[src/rtl/ram_delay_slice.sv]
`default_nettype none
// ============================================================================
// Module   : ram_delay_slice
// Purpose  : Single-outstanding request/response slice between a CPU-side
//            memory master and a RAM slave. Pseudo-random stalls are injected
//            on the request path (before issue) and on the response path
//            (extra delay cycles), driven by a 23-bit LFSR (x^23+x^18).
//            stall = lfsr[10] & lfsr[20].
// Ports    : clk, resetn (async, active low), delay_en
//            m_req_*  : master request  (valid/ready, wr, addr, wdata, wstrb)
//            m_rsp_*  : master response (valid/ready, rdata)
//            s_req_*  : RAM request     (valid/ready, wr, addr, wdata, wstrb)
//            s_rsp_*  : RAM response    (valid/ready, rdata)
//            stall_cnt: saturating count of WAIT/RSP_DLY cycles, present
//                       only when the DELAY_STAT_EN macro is defined.
// Config   : `define DELAY_STAT_EN to add the stall_cnt statistics port.
// Revision : 1.0 - initial release
// ============================================================================
module ram_delay_slice #(
  parameter int          ADDR_W    = 32,
  parameter int          DATA_W    = 32,
  parameter logic [22:0] SEED      = 23'h7FFFFF,
  parameter int          MAX_DELAY = 15
) (
  input  logic                clk,
  input  logic                resetn,
  input  logic                delay_en,
  input  logic                m_req_valid,
  output logic                m_req_ready,
  input  logic                m_req_wr,
  input  logic [ADDR_W-1:0]   m_req_addr,
  input  logic [DATA_W-1:0]   m_req_wdata,
  input  logic [DATA_W/8-1:0] m_req_wstrb,
  output logic                m_rsp_valid,
  input  logic                m_rsp_ready,
  output logic [DATA_W-1:0]   m_rsp_rdata,
  output logic                s_req_valid,
  input  logic                s_req_ready,
  output logic                s_req_wr,
  output logic [ADDR_W-1:0]   s_req_addr,
  output logic [DATA_W-1:0]   s_req_wdata,
  output logic [DATA_W/8-1:0] s_req_wstrb,
  input  logic                s_rsp_valid,
  output logic                s_rsp_ready,
  input  logic [DATA_W-1:0]   s_rsp_rdata
`ifdef DELAY_STAT_EN
  ,
  output logic [31:0]         stall_cnt
`endif
);

  // An all-zero seed would lock the LFSR; substitute all-ones instead.
  localparam logic [22:0] SEED_EFF = (SEED == 23'd0) ? 23'h7FFFFF : SEED;
  localparam logic [3:0]  MAXD     = 4'(MAX_DELAY);

  typedef enum logic [2:0] {
    ST_IDLE     = 3'd0,
    ST_WAIT     = 3'd1,
    ST_ISSUE    = 3'd2,
    ST_RSP_WAIT = 3'd3,
    ST_RSP_DLY  = 3'd4,
    ST_RSP_OUT  = 3'd5
  } state_t;

  state_t      state, state_nx;
  logic [22:0] lfsr;
  logic [3:0]  cnt;
  logic        stall;
  logic        gate_open;
  logic [3:0]  dly_load;

  always_ff @(posedge clk or negedge resetn) begin
    if (!resetn) lfsr <= SEED_EFF;
    else         lfsr <= {lfsr[21:0], lfsr[22] ^ lfsr[17]};
  end

  assign stall     = lfsr[10] & lfsr[20];
  assign gate_open = !delay_en | !stall;
  // Response delay drawn from the low LFSR nibble, clipped to MAX_DELAY.
  assign dly_load  = !delay_en ? 4'd0 : ((lfsr[3:0] > MAXD) ? MAXD : lfsr[3:0]);

  always_ff @(posedge clk or negedge resetn) begin
    if (!resetn) state <= ST_IDLE;
    else         state <= state_nx;
  end

  always_comb begin
    state_nx    = state;
    m_req_ready = 1'b0;
    s_req_valid = 1'b0;
    s_rsp_ready = 1'b0;
    m_rsp_valid = 1'b0;
    case (state)
      ST_IDLE: begin
        m_req_ready = 1'b1;
        if (m_req_valid) state_nx = gate_open ? ST_ISSUE : ST_WAIT;
      end
      ST_WAIT: begin
        if (gate_open) state_nx = ST_ISSUE;
      end
      ST_ISSUE: begin
        s_req_valid = 1'b1;
        if (s_req_ready) state_nx = ST_RSP_WAIT;
      end
      ST_RSP_WAIT: begin
        s_rsp_ready = 1'b1;
        if (s_rsp_valid) state_nx = (dly_load == 4'd0) ? ST_RSP_OUT : ST_RSP_DLY;
      end
      ST_RSP_DLY: begin
        // cnt holds the remaining extra cycles including this one.
        if (cnt == 4'd1) state_nx = ST_RSP_OUT;
      end
      ST_RSP_OUT: begin
        m_rsp_valid = 1'b1;
        if (m_rsp_ready) state_nx = ST_IDLE;
      end
      default: state_nx = ST_IDLE;
    endcase
  end

  always_ff @(posedge clk or negedge resetn) begin
    if (!resetn) begin
      s_req_wr    <= 1'b0;
      s_req_addr  <= '0;
      s_req_wdata <= '0;
      s_req_wstrb <= '0;
    end else if (state == ST_IDLE && m_req_valid) begin
      s_req_wr    <= m_req_wr;
      s_req_addr  <= m_req_addr;
      s_req_wdata <= m_req_wdata;
      s_req_wstrb <= m_req_wstrb;
    end
  end

  always_ff @(posedge clk or negedge resetn) begin
    if (!resetn) begin
      m_rsp_rdata <= '0;
      cnt         <= 4'd0;
    end else if (state == ST_RSP_WAIT && s_rsp_valid) begin
      m_rsp_rdata <= s_rsp_rdata;
      cnt         <= dly_load;
    end else if (state == ST_RSP_DLY) begin
      cnt <= cnt - 4'd1;
    end
  end

`ifdef DELAY_STAT_EN
  always_ff @(posedge clk or negedge resetn) begin
    if (!resetn) begin
      stall_cnt <= 32'd0;
    end else if ((state == ST_WAIT || state == ST_RSP_DLY) && stall_cnt != 32'hFFFFFFFF) begin
      stall_cnt <= stall_cnt + 32'd1;
    end
  end
`endif

endmodule
`default_nettype wire

[config.mk]
export PLATFORM = sky130hd
export DESIGN_NAME = ram_delay_slice
export DESIGN_NICKNAME = d
export VERILOG_FILES = /design/src/rtl/ram_delay_slice.sv
export SDC_FILE = /design/constraint.sdc
export NUM_CORES = 1
export LEC_CHECK = 0
export CORE_MARGIN = 4
export CORE_UTILIZATION = 42
export DETAILED_ROUTE_END_ITERATION = 8
export GPL_TIMING_DRIVEN = 0
export PLACE_DENSITY = 0.79
export SLEW_MARGIN = 20
export SYNTH_ARGS = -nofsm -noshare
export SYNTH_HDL_FRONTEND = slang
export SYNTH_SLANG_ARGS = --single-unit
[constraint.sdc]
create_clock -name clk -period 1.7 [get_ports clk]
set_input_delay 0.51 -clock clk [delete_from_list [all_inputs] [get_ports clk]]
set_output_delay 0.51 -clock clk [all_outputs]
set_load 0.02 [all_outputs]
* Word-level counts from Yosys, hierarchy flattened *
Index checks and enable logic that the tools add are counted.
W data, S select, Z words.

storage, ports and cells
  register bits after elaboration = 131
  input port bits = 108
  output and inout port bits = 105
  logic and storage cells = 50

cells by class
  add/subtract/negate cells = 1
  $lt $le $gt $ge = 1
  eq/ne operators = 12
  muxes and demuxes = 17
  bitwise operators = 3
  reduce and logical (&&, ||, !) cells = 8

operators by type and width
  kind                   number
  $mux W3                6
  $pmux W3 S6            1
  $mux W4                4
  $ne A2 B2 Y1 const B   6
  $eq A3 B2 Y1 const B   2
  $eq A3 B3 Y1 const B   2
  $reduce_and A6 Y1      1
  $mux W1                5
  $eq A4 B1 Y1 const B   1
  $gt A4 B4 Y1 const B   1
  $logic_not A4 Y1       1
  $sub A4 B1 Y4 const B  1
  $eq A3 B1 Y1 const B   1
  $logic_not A3 Y1       1
  $logic_and A1 B1 Y1    2
  $logic_not A1 Y1       2
  $mux W2                1
  $reduce_bool A2 Y1     1
  $and A1 B1 Y1          1
  $or A1 B1 Y1           1
  $xor A1 B1 Y1          1

* Logic depth before layout (Yosys ltp) *
Gate-level depths: netlist of the first run.

  depth after elaboration = 7
  mapped depth = 7
  gate-level depth less buffers = 5

* Worst setup path before layout of the first run *
Ideal clock, no wire load.

  path kind = input-to-reg
  start = in m_req_valid
  end = reg s_req_addr[0]
  library setup time = 0.125 ns
  data arrival time = 1.487 ns
  data required time = 1.575 ns
  setup slack = 0.089 ns
  cell stages on the path = 5
  buffers on the path = 2
  path through = nand2b_1 -> nor3_2 -> buf_4 -> buf_4 -> mux2_2

on the way
  cells in the longest elaborated chain, start to end = 1

ends and longest elaborated chain
  element               line  RTL
  start, declared       28    input logic m_req_valid,
  $logic_and A1 B1 Y1   127   end else if (state == ST_IDLE && m_req_valid) begin
  end signal, assigned  129   s_req_addr <= m_req_addr;
  end, declared         40    output logic [ADDR_W-1:0] s_req_addr,

No other way between the ends.
A chain may end at the register's enable or synchronous reset.

* Worst setup path in the final report of the first run *
  start = reg state[0]
  end = out m_rsp_valid

on the way
  cells in the longest elaborated chain, start to end = 2

ends and longest elaborated chain
  element                 line  RTL
  start, declared         65    state_t state, state_nx;
  start signal, assigned  84    else state <= state_nx;
  $eq A3 B3 Y1            93    case (state)
  $mux W1                 93
  end, declared           34    output logic m_rsp_valid,

No other way between the ends.

==> results of run 1 <==
==> layout make-up <==
type | count | area, µm² | share of cell area, %
plain buffers | 12 | 201.4 | 2.306
clock buffers | 23 | 541.8 | 6.202
clock inverters | 9 | 62.56 | 0.7161
inverters | 4 | 25.02 | 0.2865
multi-input cells | 145 | 1892 | 21.66
flip-flops and latches | 131 | 3308 | 37.87
well taps | 143 | 178.9 | 2.048
repair buffers | 249 | 2526 | 28.92
==> sequential cells by signal (all words and copies together), names as in the netlist <==
name / count
s_req_wdata: 32
lfsr: 23
state: 3
s_req_wstrb: 4
cnt: 4
s_req_wr: 1
s_req_addr: 32
m_rsp_rdata: 32
==> kinds of logic after synthesis <==
| family | after synthesis | synth area share, % |
|---|---|---|
| buffers and inverters | 18 | 3.094 |
| adders and majority gates | 2 | 0.4989 |
| muxes | 102 | 25.20 |
| DFF | 131 | 65.94 |
| AOI/OAI and AO/OA | 16 | 2.021 |
| and+or+nand+nor | 21 | 2.545 |
| xor gates and xnor gates | 4 | 0.6987 |
==> stage by stage <==
stage,setup TNS (ns),cell area [µm²],total power [mW]
finish,-2.819,8736,17.42
global route,-5.795,8736,18.24
CTS,-1.607,8190,16.26
detailed placement,-68.39,7345,12.79
global placement,-658.63,7316,12.54
floorplan,0,5015,9.244
==> power groups by stage <==
stage	Sequential (mW)	Clock, mW	Combinational (mW)
after floorplan	6.71	0	2.54
after global placement	5.13	0	7.41
after detailed placement	5.24	0	7.55
after CTS	5.16	3.64	7.46
after global routing	5.38	3.81	9.05
final	5.23	3.59	8.60
==> final timing paths <==
path	cells after the start	slack, ns	startpoint	end
max in group asynchronous	2	0.87	resetn	s_req_addr[16]$_DFFE_PN0P_
min in group clk	0	0.35	lfsr[4]$_DFF_PN1_	lfsr[5]$_DFF_PN1_
setup reg to reg	8	-0.10	state[2]$_DFFE_PN0P_	s_req_addr[0]$_DFFE_PN0P_
setup / recovery	3	-0.12	state[0]$_DFFE_PN0P_	m_rsp_valid
hold / removal	1	0.11	resetn	m_rsp_rdata[6]$_DFFE_PN0P_
hold reg to reg	0	0.35	lfsr[4]$_DFF_PN1_	lfsr[5]$_DFF_PN1_
==> routing by layer <==
metal	vias to the layer above	global-route usage [%]
met5	-	0
met4	0	8.639
met1	1787	21.79
li1	1581	-
met2	148	34.88
met3	25	5.861
==> cells in the mapped netlist <==
cell and instances:
o31ai_1 2, buf_2 5, a21oi_1 8, nand3_1 3, nor3b_1 1, ha_1 2, nor4_1 1, o32ai_1 1
and2_1 1, mux2i_1 1, nor4_2 1, mux2_4 31, xor2_1 2, and3_1 2, o21ai_0 1, dfrtp_1 108
inv_4 1, buf_4 2, o221ai_1 2, xnor2_1 2, mux2_2 70, nand2_1 5, nor3_2 1, nand2b_1 1
buf_12 3, clkbuf_1 1, buf_6 3, nor2_1 2, or3_4 1, dfstp_2 23, nor3_1 1, inv_1 3
o211ai_1 2, or3b_1 1
==> what timing repair did <==
| item | in CTS | in global routing |
|---|---|---|
| resized for setup | 168 | 102 |
| pin swaps | 4 | 4 |
| setup buffers | 18 | 11 |
| setup endpoints to repair | 205 | 75 |
| cloned | 3 | 5 |
==> results.json, run 1 <==
{
  "routed.top_layer": "met4",
  "final_cell_mix": "dfrtp_1 (107), clkdlybuf4s50_1 (104), dlygate4sd2_1 (102), mux2_4 (100), clkbuf_16 (25)",
  "drc_errors": 0,
  "slowest_delay_ns": 0.44,
  "start_util_pct": 43.36,
  "clk_latency_ns": 0.41,
  "synth_cell_types": 34,
  "syn_area_per_cell_um2": 17.06,
  "place_congestion": 0.7376,
  "hold_buffers": 0,
  "violations": "setup timing",
  "port_buffers": 212,
  "worstSetupPathType": "reg2out",
  "drive_gt1_share_pct": 39.97,
  "drt_iter0_markers": 164,
  "antenna_found_initial": 0,
  "boundaryPins": 213,
  "required_ns": 1.19,
  "clock.fmax_ghz": 0.5495,
  "route.met2.wl_um": 7635,
  "p_leak_nw": 4.104,
  "final_common_cell": "dfrtp_1",
  "crit_family": "flip-flops",
  "syn_inst": 294,
  "slowest_stage": "dfrtp_1",
  "clock-sinks": 131,
  "fin_cells": 716,
  "intPower_mw": 11.41,
  "min_period_ns": 1.820,
  "num-nets-final": 670,
  "grt_use_total_pct": 19.68,
  "clk_path_buf_depth": 2,
  "finalSetupViolCount": 44,
  "viasPerCell": 4.946,
  "path_buf_inv": 2,
  "die_area_um2": 13750,
  "crit_chain": "buf_8 -> and3_4 -> buf_6",
  "critical_path.max_fanout": 5,
  "grt_pass1_wl_um": 19930,
  "dpl.cell_count": 650,
  "swShare_pct": 34.46,
  "yosysTopAreaCell": "dfrtp_1",
  "whs_ns": 0.1144,
  "min_period_over_period_pct": 107.1,
  "finalWirelength_um": 14590,
  "fin_skew_ns": 0.007318,
  "worst_ep_arrival_time_ns": 1.31,
  "syn_to_final_growth_pct": 74.20,
  "cts_tree": "built",
  "netlist_area_um2": 5015,
  "overflow": 0,
  "htreeDepth": 4,
  "root_buffer": "clkbuf_16",
  "ys_warn_count": 0,
  "cts_buffers": 17,
  "synthTopCellsByArea": "dfrtp_1 (54%), mux2_2 (16%), dfstp_2 (12%)",
  "start_kind": "flip-flop",
  "utilization_pct": 75.54,
  "diodes": 0,
  "tightest_slew_ns": 0.6623,
  "end_kind": "primary output",
  "report.final.slew_viol_count": 0,
  "wl_per_cell_um": 20.38,
  "route.met3.wl_um": 1050,
  "synth_top_area_share_pct": 53.89,
  "path_clk_slew_ns": 0.06,
  "syn-num-nets": 404,
  "rows": 39,
  "hold_viol": 0,
  "ys_seq_area_share_pct": 65.94,
  "synth_seq_cells": 131,
  "fillers": 688,
  "combPwrFrac_pct": 49.4,
  "ant_nets": 0,
  "ir_worst_vdd_v": 0.001131,
  "outcome": "finished with violations",
  "power.switching_mw": 6.001,
  "p_clk_share_pct": 20.6,
  "slew-limit-headroom_pct": 55.85,
  "timing.max_cap.violations": 0,
  "wirelength_met1_um": 5573,
  "firstDrtPassIters": 4,
  "min_path_type": "in2async",
  "setup_slack_ns": -0.1199,
  "grt_max_degree": 73,
  "dieHeight_um": 117.3,
  "dp_slack_ns": -0.8618,
  "core_area_um2": 11560,
  "die_w_um": 117.3,
  "rsz0062_at_grt": "yes",
  "vias": 3541,
  "grt_pass1_vias": 3702,
  "p_seq_share_pct": 30.0,
  "powerDensity_nw_per_um2": 1994,
  "dp_hpwl_um": 9180
}
Note: power is estimated with default switching activity, not from simulation.
==> inputs of run 2 (changes only) <==
==> constraint.sdc (replaced) <==
create_clock -name clk -period 1.9 [get_ports clk]
set_input_delay 0.57 -clock clk [delete_from_list [all_inputs] [get_ports clk]]
set_output_delay 0.57 -clock clk [all_outputs]
set_load 0.02 [all_outputs]
==> run 2 against run 1 <==
Net effect:
- the flow still finishes with violations (setup timing)
- sequential share of layout area rose by 3.6 points
- sequential cell count stayed put
- cell count shrank 3.6%
- critical path depth grew 3
- clock power fell by 11%
- cell area down 8.7%
- wire length fell by 12%
- first-iteration DRC count decreased by 31%
- utilization shrank 6.6 points
- combinational power fell by 27%
- hold slack improved by 0.045 ns
- count of clock-buffer cells in the layout unchanged
==> results.json, run 2 (synthesized netlist as in run 1, its figures left out) <==
{
  "placed_cell_area_um2": 7345,
  "setup_slack_ns": -0.01148,
  "dp_hpwl_um": 9180,
  "rows": 39,
  "cts_tree": "built",
  "powerDensity_nw_per_um2": 1763,
  "hold_viol": 0,
  "ff2ff_path_depth": 6,
  "worst_ep_arrival_time_ns": 2.20,
  "clock.fmax_ghz": 0.5232,
  "report.final.slew_viol_count": 0,
  "slowest_delay_ns": 0.54,
  "start_util_pct": 43.36,
  "busiest_layer": "met2",
  "rsz0062_at_grt": "yes",
  "min_path_type": "in2async",
  "finalWirelength_um": 12810,
  "path_clk_slew_ns": 0.06,
  "p_leak_nw": 3.654,
  "dpl.cell_count": 650,
  "diodes": 0,
  "hold_buffers": 0,
  "boundaryPins": 213,
  "layout_top_registers": "m_rsp_rdata: 32 flops, s_req_addr: 32 flops, s_req_wdata: 32 flops",
  "clock-sinks": 131,
  "fin_skew_ns": 0.006727,
  "final_cell_mix": "dfrtp_1 (106), clkdlybuf4s50_1 (106), dlygate4sd2_1 (101), mux2_2 (70), mux2_4 (31)",
  "vias": 3354,
  "grt_use_total_pct": 18.35,
  "reg2reg_slack_ns": 0.10,
  "syn_to_final_growth_pct": 59.01,
  "tightest_slew_ns": 0.6617,
  "num-nets-final": 644,
  "port_buffers": 212,
  "drive_gt1_share_pct": 35.65,
  "die_area_um2": 13750,
  "min_period_ns": 1.911,
  "wl_per_cell_um": 18.56,
  "slew-limit-headroom_pct": 55.89,
  "start_kind": "input pin",
  "dieHeight_um": 117.3,
  "grt_max_degree": 73,
  "cts_buffers": 17,
  "finish.instance_area_um2": 7974,
  "htreeDepth": 4,
  "drc_errors": 0,
  "antenna_found_initial": 0,
  "outcome": "finished with violations",
  "die_w_um": 117.3,
  "drt_iter0_markers": 113,
  "use_met3_pct": 5.707,
  "grt_pass1_vias": 3575,
  "critical_path.max_fanout": 19,
  "finalSetupViolCount": 16,
  "viasPerCell": 4.861,
  "ir_worst_vdd_v": 0.0009780,
  "ant_nets": 0,
  "grt_pass1_wl_um": 18670,
  "crit_chain": "clkdlybuf4s50_1 -> nand2b_1 -> nor3_4 -> buf_12 -> buf_6 -> mux2_2",
  "use_met2_pct": 32.24,
  "firstDrtPassIters": 4,
  "required_ns": 2.18,
  "core_area_um2": 11560,
  "clk_path_buf_depth": 2,
  "reg2reg_to": "m_rsp_rdata[25]$_DFFE_PN0P_",
  "min_period_over_period_pct": 100.6,
  "r2r_start": "state[2]$_DFFE_PN0P_",
  "worstSetupPathType": "in2reg",
  "violations": "setup timing",
  "clk_latency_ns": 0.41,
  "fin_cells": 690,
  "end_kind": "flip-flop",
  "place_congestion": 0.7376,
  "root_buffer": "clkbuf_16",
  "fillers": 820,
  "met1_usage_pct": 20.11,
  "timing.max_cap.violations": 0,
  "overflow": 0,
  "slowest_stage": "clkdlybuf4s50_1"
}
-- run 2: area by class of cell --
type,instances,area (µm²),share of cell area [%]
multi-input cells,145,1574,19.74
well taps,143,178.9,2.244
clock inverters,9,62.56,0.7846
flip-flops and latches,131,3309,41.50
clock buffers,23,541.8,6.794
inverters,4,22.52,0.2824
plain buffers,13,157.7,1.977
repair buffers,222,2127,26.68
-- run 2: worst max-delay path, delay by kind of cell --
kind | cells | cell delay (ns)
buffers and inverters | 3 | 0.88
muxes | 1 | 0.36
and+or+nand+nor | 2 | 0.38
-- run 2: power by group --
part / total [mW] / switching (mW) / internal (mW)
registers: 4.61 / 0.612 / 4.00
logic: 6.26 / 3.11 / 3.15
clock network: 3.19 / 1.18 / 2.01
total: 14.1 / 4.91 / 9.15
-- run 2: through the flow --
stage	power (mW)	setup WS (ns)	util (%)	TNS [ns]	hold WS, ns
floorplan	8.271	0.2286	-	0	0.2744
global placement	11.22	-4.656	63.26	-624.78	0.3458
detailed placement	11.44	-0.7218	63.51	-52.85	0.3475
CTS	13.99	0.001717	68.05	0	0.1875
global route	14.79	-0.03291	68.95	-0.9320	0.2041
finish	14.06	-0.01148	68.95	-0.07310	0.1599
-- run 2: how the worst max path moves through the flow --
stage,slack (ns),to,from,depth (start not counted)
after detailed placement,-0.72,s_req_addr[0]$_DFFE_PN0P_,m_req_valid,6
after global placement,-4.66,s_req_wdata[3]$_DFFE_PN0P_,resetn,1
after floorplan,0.23,s_req_addr[0]$_DFFE_PN0P_,m_req_valid,5
after global routing,-0.03,s_req_wstrb[1]$_DFFE_PN0P_,m_req_valid,6
after CTS,0.002,m_rsp_valid,state[2]$_DFFE_PN0P_,3
final,-0.01,s_req_addr[0]$_DFFE_PN0P_,m_req_valid,6
-- run 2: routing by layer --
metal  part of all wire [%]  wire length, µm  vias to the layer above
li1                       -                -                     1531
met1                     38             4820                     1645
met2                     52             6608                      144
met3                    7.5              964                       34
met4                    3.2              412                        0
met5                      0                0                        -
-- run 2: timing repair --
action,4_1_cts,5_1_grt
endpoints found under the setup margin,174,73
gates resized for setup,129,21
pin swaps,1,1
cloned,0,1
buffers inserted,4,4
